==> src/rtl/dmem_pkg.sv <==
// Shared constants for the data-memory responder: funct3 size/sign fields,
// FSM state encoding and the latency-counter width helper.
package dmem_pkg;

    localparam logic [1:0] SZ_B = 2'b00;
    localparam logic [1:0] SZ_H = 2'b01;
    localparam logic [1:0] SZ_W = 2'b10;
    localparam int         F3_UNSIGNED_BIT = 2;

    typedef enum logic [1:0] {
        IDLE   = 2'd0,
        ACCESS = 2'd1,
        WAIT   = 2'd2,
        DONE   = 2'd3
    } state_e;

    // Counter runs 0..LATENCY-1, so it needs clog2(LATENCY) bits (at least one).
    function automatic int lat_cnt_w(input int lat);
        return (lat <= 1) ? 1 : $clog2(lat);
    endfunction

endpackage

==> src/rtl/dmem_ctrl_load_align.sv <==
// Load extraction: picks the byte/half addressed by addr_lo out of the SRAM
// word and sign- or zero-extends it according to funct3.
module load_align
    import dmem_pkg::*;
(
    input  logic [31:0] sram_rdata,
    input  logic [1:0]  addr_lo,
    input  logic [2:0]  funct3,
    output logic [31:0] ext
);

    logic [31:0] shifted;
    logic        uns;

    always_comb begin
        shifted = sram_rdata >> {addr_lo, 3'b000};
        uns     = funct3[F3_UNSIGNED_BIT];
        ext     = sram_rdata;
        case (funct3[1:0])
            SZ_B:    ext = uns ? {24'b0, shifted[7:0]}
                           : {{24{shifted[7]}}, shifted[7:0]};
            SZ_H:    ext = uns ? {16'b0, shifted[15:0]}
                           : {{16{shifted[15]}}, shifted[15:0]};
            default: ext = sram_rdata;
        endcase
    end

endmodule

==> src/rtl/dmem_ctrl.sv <==
// Data-memory responder for the multi-cycle core: one load/store per request,
// lane steering, load extension, misalignment handling (DMEM_MISALIGN_TRAP_EN).
module dmem_ctrl
    import dmem_pkg::*;
#(
    parameter int ADDR_W  = 10,
    parameter int LATENCY = 1
) (
    input  logic              clk,
    input  logic              reset,
    input  logic              req,
    input  logic              we,
    input  logic [2:0]        funct3,
    input  logic [31:0]       addr,
    input  logic [31:0]       wdata,
    output logic              mem_busy,
    output logic [31:0]       rdata,
    output logic              misaligned,
    output logic              sram_en,
    output logic [3:0]        sram_we,
    output logic [ADDR_W-1:0] sram_addr,
    output logic [31:0]       sram_wdata,
    input  logic [31:0]       sram_rdata
);

    localparam int             CNT_W    = lat_cnt_w(LATENCY);
    localparam logic [CNT_W-1:0] CNT_LAST = CNT_W'(LATENCY - 1);

    state_e              state_q, state_d;
    logic                we_q, we_d;
    logic [2:0]          f3_q, f3_d;
    logic [ADDR_W+1:0]   addr_q, addr_d;
    logic [31:0]         wdata_q, wdata_d;
    logic                busy_q, busy_d;
    logic [31:0]         rdata_q, rdata_d;
    logic                mis_q, mis_d;
    logic [CNT_W-1:0]    cnt_q, cnt_d;

    logic                req_mis;
    logic [31:0]         req_addr;
    logic [31:0]         ld_ext;

    // Request-side alignment check; without the trap the low bits are simply
    // forced to natural alignment and the access goes ahead.
    always_comb begin
        req_addr = addr;
`ifdef DMEM_MISALIGN_TRAP_EN
        req_mis = ((funct3[1:0] == SZ_H) && addr[0]) ||
                  (funct3[1] && (addr[1:0] != 2'b00));
`else
        req_mis = 1'b0;
        if (funct3[1])
            req_addr[1:0] = 2'b00;
        else if (funct3[1:0] == SZ_H)
            req_addr[0] = 1'b0;
`endif
    end

    load_align u_load_align (
        .sram_rdata (sram_rdata),
        .addr_lo    (addr_q[1:0]),
        .funct3     (f3_q),
        .ext        (ld_ext)
    );

    always_comb begin
        state_d    = state_q;
        we_d       = we_q;
        f3_d       = f3_q;
        addr_d     = addr_q;
        wdata_d    = wdata_q;
        busy_d     = busy_q;
        rdata_d    = rdata_q;
        mis_d      = mis_q;
        cnt_d      = cnt_q;
        sram_en    = 1'b0;
        sram_we    = 4'b0000;
        sram_addr  = '0;
        sram_wdata = '0;

        case (state_q)
            IDLE: begin
                if (req) begin
                    we_d    = we;
                    f3_d    = funct3;
                    addr_d  = req_addr[ADDR_W+1:0];
                    wdata_d = wdata;
                    mis_d   = req_mis;
                    busy_d  = 1'b1;
                    state_d = ACCESS;
                end
            end
            ACCESS: begin
                sram_addr = addr_q[ADDR_W+1:2];
                case (f3_q[1:0])
                    SZ_B:    sram_wdata = {4{wdata_q[7:0]}};
                    SZ_H:    sram_wdata = {2{wdata_q[15:0]}};
                    default: sram_wdata = wdata_q;
                endcase
                cnt_d = '0;
                if (mis_q) begin
                    busy_d  = 1'b0;
                    state_d = DONE;
                end else if (we_q) begin
                    sram_en = 1'b1;
                    case (f3_q[1:0])
                        SZ_B:    sram_we = 4'b0001 << addr_q[1:0];
                        SZ_H:    sram_we = 4'b0011 << {addr_q[1], 1'b0};
                        default: sram_we = 4'b1111;
                    endcase
                    busy_d  = 1'b0;
                    state_d = DONE;
                end else begin
                    sram_en = 1'b1;
                    state_d = WAIT;
                end
            end
            WAIT: begin
                if (cnt_q == CNT_LAST) begin
                    rdata_d = ld_ext;
                    busy_d  = 1'b0;
                    state_d = DONE;
                end else begin
                    cnt_d = cnt_q + 1'b1;
                end
            end
            DONE: begin
                state_d = IDLE;
            end
            default: begin
                busy_d  = 1'b0;
                state_d = IDLE;
            end
        endcase
    end

    always_ff @(posedge clk) begin
        if (reset) begin
            state_q <= IDLE;
            we_q    <= 1'b0;
            f3_q    <= '0;
            addr_q  <= '0;
            wdata_q <= '0;
            busy_q  <= 1'b0;
            rdata_q <= '0;
            mis_q   <= 1'b0;
            cnt_q   <= '0;
        end else begin
            state_q <= state_d;
            we_q    <= we_d;
            f3_q    <= f3_d;
            addr_q  <= addr_d;
            wdata_q <= wdata_d;
            busy_q  <= busy_d;
            rdata_q <= rdata_d;
            mis_q   <= mis_d;
            cnt_q   <= cnt_d;
        end
    end

    assign mem_busy   = busy_q;
    assign rdata      = rdata_q;
    assign misaligned = mis_q;

endmodule

==> config.mk <==
export PLATFORM = sky130hd
export DESIGN_NAME = dmem_ctrl
export DESIGN_NICKNAME = d
export VERILOG_FILES = /design/src/rtl/dmem_pkg.sv /design/src/rtl/dmem_ctrl_load_align.sv /design/src/rtl/dmem_ctrl.sv
export SDC_FILE = /design/constraint.sdc
export NUM_CORES = 1
export LEC_CHECK = 0
export ABC_AREA = 1
export CORE_UTILIZATION = 40
export CTS_CLUSTER_DIAMETER = 30
export DETAILED_ROUTE_END_ITERATION = 8
export PLACE_DENSITY = 0.77
export SETUP_SLACK_MARGIN = 0.2
export SLEW_MARGIN = 20
export SYNTH_ARGS = -nofsm -noshare
export SYNTH_HDL_FRONTEND = slang
export SYNTH_SLANG_ARGS = --single-unit
==> constraint.sdc <==
create_clock -name clk -period 4.6 [get_ports clk]
set_clock_uncertainty 0.2 [all_clocks]
set_input_delay 1.15 -clock clk [delete_from_list [all_inputs] [get_ports clk]]
set_output_delay 1.15 -clock clk [all_outputs]
set_load 0.02 [all_outputs]
### Word level (Yosys, flattened, before mapping)

Cells that the tools add are included.

| storage, ports and cells | value |
|---|---|
| flip-flop bits (word level) | 84 |

| operators by class | value |
|---|---|
| $add $sub $neg | 1 |
| equality and inequality tests | 8 |
| shifts and indexed selects | 3 |
| mux-type cells | 23 |
| bitwise logic cells | 1 |
| reduce and logical (&&, ||, !) cells | 8 |

Operators with widths:

| operator | count |
|---|---|
| case mux 32 bit (2 select lines) | 2 |
| 2-to-1 mux 32 bit | 3 |
| >> shifter 32 x 5 -> 16 bit | 1 |
| 2-to-1 mux 10 bit | 1 |
| 2-to-1 mux 1 bit | 9 |
| 2-to-1 mux 4 bit | 2 |
| case mux 2 bit (4 select lines) | 1 |
| case mux 4 bit (2 select lines) | 1 |
| == test 2 x 1 -> 1 bit (second input constant) | 3 |
| != test 2 bit (second input constant) | 3 |
| AND reduction 2 bit | 3 |
| == test 2 bit (second input constant) | 2 |
| zero test 2 bit | 2 |
| 2-to-1 mux 2 bit | 2 |
| AND reduction 4 bit | 1 |
| << shifter 1 x 2 -> 4 bit (first input constant) | 1 |
| << shifter 2 x 2 -> 4 bit (first input constant) | 1 |
| case mux 1 bit (3 select lines) | 1 |
| nonzero test 3 bit | 1 |
| case mux 1 bit (2 select lines) | 1 |
| nonzero test 2 bit | 1 |
| adder 1 bit (second input constant) | 1 |
| NOT 1 bit | 1 |

### Depth between registers and ports, before layout

Gate-level depths: netlist (run 1).

| logic depth | value |
|---|---|
| word-level depth | 4 |
| depth in mapped cells | 11 |
| mapped depth without buffers | 10 |

### Hierarchy

A second synthesis (run 1) with hierarchy kept.

| second synthesis, totals | value |
|---|---|
| cell total of the unflattened synthesis | 686 |
| area, all modules | 4394.2 um2 |

Modules (own cells, without submodules):

| module | times used | cells each | area each (um2) | sequential area each (um2) |
|---|---|---|---|---|
| dmem_ctrl | 1 | 512 | 3550.9 | 1661.6 |
| load_align | 1 | 174 | 843.3 | 0.0 |

### Least setup slack after synthesis (run 1)

OpenSTA, ideal clock, no wires.

| timing | value |
|---|---|
| path type | reg-to-output |
| start | register state_q[1] |
| end | output port sram_wdata[22] |
| arrival | 1.616 ns |
| setup slack | 1.634 ns |
| stages on the path, launching flop included | 7 |
| cells stage by stage | dfxtp_1 inv_1 ha_1 clkbuf_1 clkbuf_1 o21ai_0 nor2_1 |

| between the ends | value |
|---|---|
| longest elaborated chain between the ends | 2 |

Ends and longest elaborated chain:

| element | RTL line | text |
|---|---|---|
| start, declared | dmem_ctrl.sv:29 | `state_e state_q, state_d;` |
| start signal, assigned | dmem_ctrl.sv:149 | `state_q <= state_d;` |
| == test 2 x 1 -> 1 bit | dmem_ctrl.sv:81 | `case (state_q)` |
| 2-to-1 mux 32 bit | dmem_ctrl.sv:81 |  |
| end, declared | dmem_ctrl.sv:22 | `output logic [31:0] sram_wdata,` |

No other way between the ends.

### Worst setup path in the final report (run 1)

| timing | value |
|---|---|
| start | register addr_q[0] |
| end | output port sram_we[1] |

| between the ends | value |
|---|---|
| longest elaborated chain between the ends | 4 |

Ends and longest elaborated chain:

| element | RTL line | text |
|---|---|---|
| start, declared | dmem_ctrl.sv:32 | `logic [ADDR_W+1:0] addr_q, addr_d;` |
| start signal, assigned | dmem_ctrl.sv:152 | `addr_q <= addr_d;` |
| << shifter 1 x 2 -> 4 bit | dmem_ctrl.sv:107 | `SZ_B: sram_we = 4'b0001 << addr_q[1:0];` |
| case mux 4 bit (2 select lines) | dmem_ctrl.sv:106 | `case (f3_q[1:0])` |
| 2-to-1 mux 4 bit | dmem_ctrl.sv:104 | `end else if (we_q) begin` |
| 2-to-1 mux 4 bit | dmem_ctrl.sv:81 |  |
| end, declared | dmem_ctrl.sv:20 | `output logic [3:0] sram_we,` |

No other way between the ends.

==> results of run 1 <==
## worst max-delay path: cells and delay by family (launching register included)
kind	cells	cell delay, ns
buf+inv	2	0.89
flops	1	0.74
simple gates	3	0.63
## cell families after synthesis
family	after synthesis	share of synthesized area
AOI/OAI and AO/OA	134	0.161
adders and majority gates	4	0.0118
buffers and inverters	96	0.0938
DFF	83	0.391
other	1	0.000882
and+or+nand+nor	350	0.342
## cells in the final DEF (no fill, tap or decap), types with 2 or more instances in the layout
master	instances
o22ai_1	8
nor2_1	180
clkbuf_8	9
clkinv_1	2
nand2_1	108
nor3_1	2
clkinv_2	2
nand2_2	2
inv_1	48
buf_4	10
nor2_4	2
a21oi_1	42
o21ai_0	82
clkdlybuf4s50_1	162
nor2_2	3
clkinvlp_4	2
dfxtp_1	83
nand3_1	48
ha_1	4
inv_2	4
## where the power goes
part           total, µW  internal (µW)  switching (µW)
clock network        482            194             288
registers           1130            963             171
logic               1840            746            1100
## registers in the layout, indices dropped and copies added (netlist names)
name and cells:
rdata 32, wdata_q 32, addr_q 12, f3_q 3
state_q 2, mem_busy 1, we_q 1
## through the flow
stage	hold slack, ns	area, µm²	util	instances
2_1_floorplan	0.255	4250	-	668
3_3_place_gp	0.264	5920	0.574	934
3_5_place_dp	0.273	5920	0.574	934
4_1_cts	0.295	6090	0.590	949
5_1_grt	0.311	6090	0.590	949
6_report	0.289	6090	0.590	949
## path summary, 6_finish.rpt
kind | startpoint | endpoint | depth (start not counted)
max | addr_q[0] | sram_we[1] | 5
min | addr_q[11] | addr_q[11] | 2
max reg2reg | state_q[0] | addr_q[1] | 7
min reg2reg | addr_q[11] | addr_q[11] | 2
## cell type report
class | count | area [µm²] | area share
sequential | 83 | 1660 | 0.273
tap | 136 | 170 | 0.0279
clock buffer | 9 | 124 | 0.0203
timing repair buffer | 172 | 1700 | 0.279
inverter | 54 | 203 | 0.0333
multi-input combinational | 489 | 2190 | 0.360
clock inverter | 6 | 42.5 | 0.00698
## per-layer routing
metal | vias to the layer above | global-route usage | share of wire
li1 | 2396 | - | -
met1 | 2210 | 0.344 | 0.46
met2 | 188 | 0.393 | 0.46
met3 | 29 | 0.0356 | 0.051
met4 | 0 | 0.0976 | 0.025
met5 | - | 0 | 0
==> impl_metrics.toml, run 1 <==
[status]
status = "complete, no violations"

[timing]
layout_setup_ws_ns = 0.640
tightestPinTransition_ns = 0.668
finalSetupTns_ns = 0
setup_viol = 0
relSlewSlack = 0.554
slew_viol_final = 0
clock.fmax_ghz = 0.253
fin_crit_sh = 0.861
hold_violations = 0
fin_crit_ns = 3.96
rsz0062_at_grt = "no"

[floorplanning]
start_util = 0.412
core_area_um2 = 10300
fp.dieH_um = 105
die_w_um = 105
std_cell_rows = 37
die_area_um2 = 11100
num_io_pins = 184

[placed_design]
gp_congestion = 0.868
hpwl_um = 9820
dp_slack_ns = 1.08
place.port_buffers = 162

[yosys]
synth_cell_types = 28
yosysTopAreaCellShare = 0.391
synthArstFlopShare = 0
syn_inst = 668
synth_area_leaders = "dfxtp_1, nor2_1, o21ai_0"
syn_avg_cell_area_um2 = 6.37
ys.flop_type = "dfxtp_1"
ys_warn_count = 0
synthMostInstantiatedCell = "nor2_1"
yosysTopAreaCell = "dfxtp_1"
ys_seq_elements = 83
syn-num-nets = 775
synth-edff-count = 0
synth_common_cells = "nor2_1, nand2_1, dfxtp_1, o21ai_0"
netlist_area_um2 = 4250
yosysSeqAreaShare = 0.391

[clock_tree]
cts-resized-gates = 0
hold_buffers = 0
cts_tree = "yes"
cts.clk_slew.worst_paths_ns = 0.09
post-cts-setup-buffers = 0
h-tree-depth = 3
insertion_delay_ns = 0.36
root_buffer = "clkbuf_8"
clock_path_buffers = 2
cts_num_sinks = 83
numCtsBuffers = 9

[worst_setup_path]
crit_fanout = 15
cp-start-kind = "flop"
arrival_ns = 2.61
crit_chain = "inv_2 -> nor2_2 -> nor2_1 -> nor2_1 -> clkdlybuf4s50_1"
crit_top_cell = "nor2_1"
r2r_slack_ns = 2.35
slowest_stage = "dfxtp_1"
critPathCaptureType = "output port"
path_class = "flop to output port"
required_ns = 3.25
max_stage_delay_ns = 0.74

[global_routing]
antenna_found_initial = 0
overflow = 0
first_global_vias = 4351
grt_util_all_layers = 0.249
grt_pass1_wl_um = 21900
grt_max_degree = 55

[power_and_ir_drop]
p_per_area_nw_per_um2 = 568
vdd_drop_max_v = 0.000363
fin_total_pwr_uw = 3460
leakage_uw = 0.00270

[job]
maxCapViolations = 0

[routing]
postRouteWirelength_um = 13800
drcViolationCount = 0
avgViaCountPerCell = 5.08
dr.pass1.iters = 5
wl_per_cell_um = 14.6
antenna_left = 0
drt_iter0_drc = 283
vias = 4823

[cells_and_area]
drive_gt1_frac = 0.0492
syn2layout_area_growth_pct = 43.2
diodes = 0
fillers = 996
nNetsFinal = 916

[min_path]
hp-class = "flop to flop"
Note: power is estimated with default switching activity, not from simulation.
==> run 2: changes to the inputs <==
SKIP_LAST_GASP = 1   (was unset)
==> results of run 2 <==
Final layout, timing and power as in run 1 (identical DEF).
==> run 3: changes to the inputs <==
SETUP_SLACK_MARGIN = 0.15   (was 0.2)
==> results of run 3 <==
Final layout, timing and power as in run 1 (identical DEF).
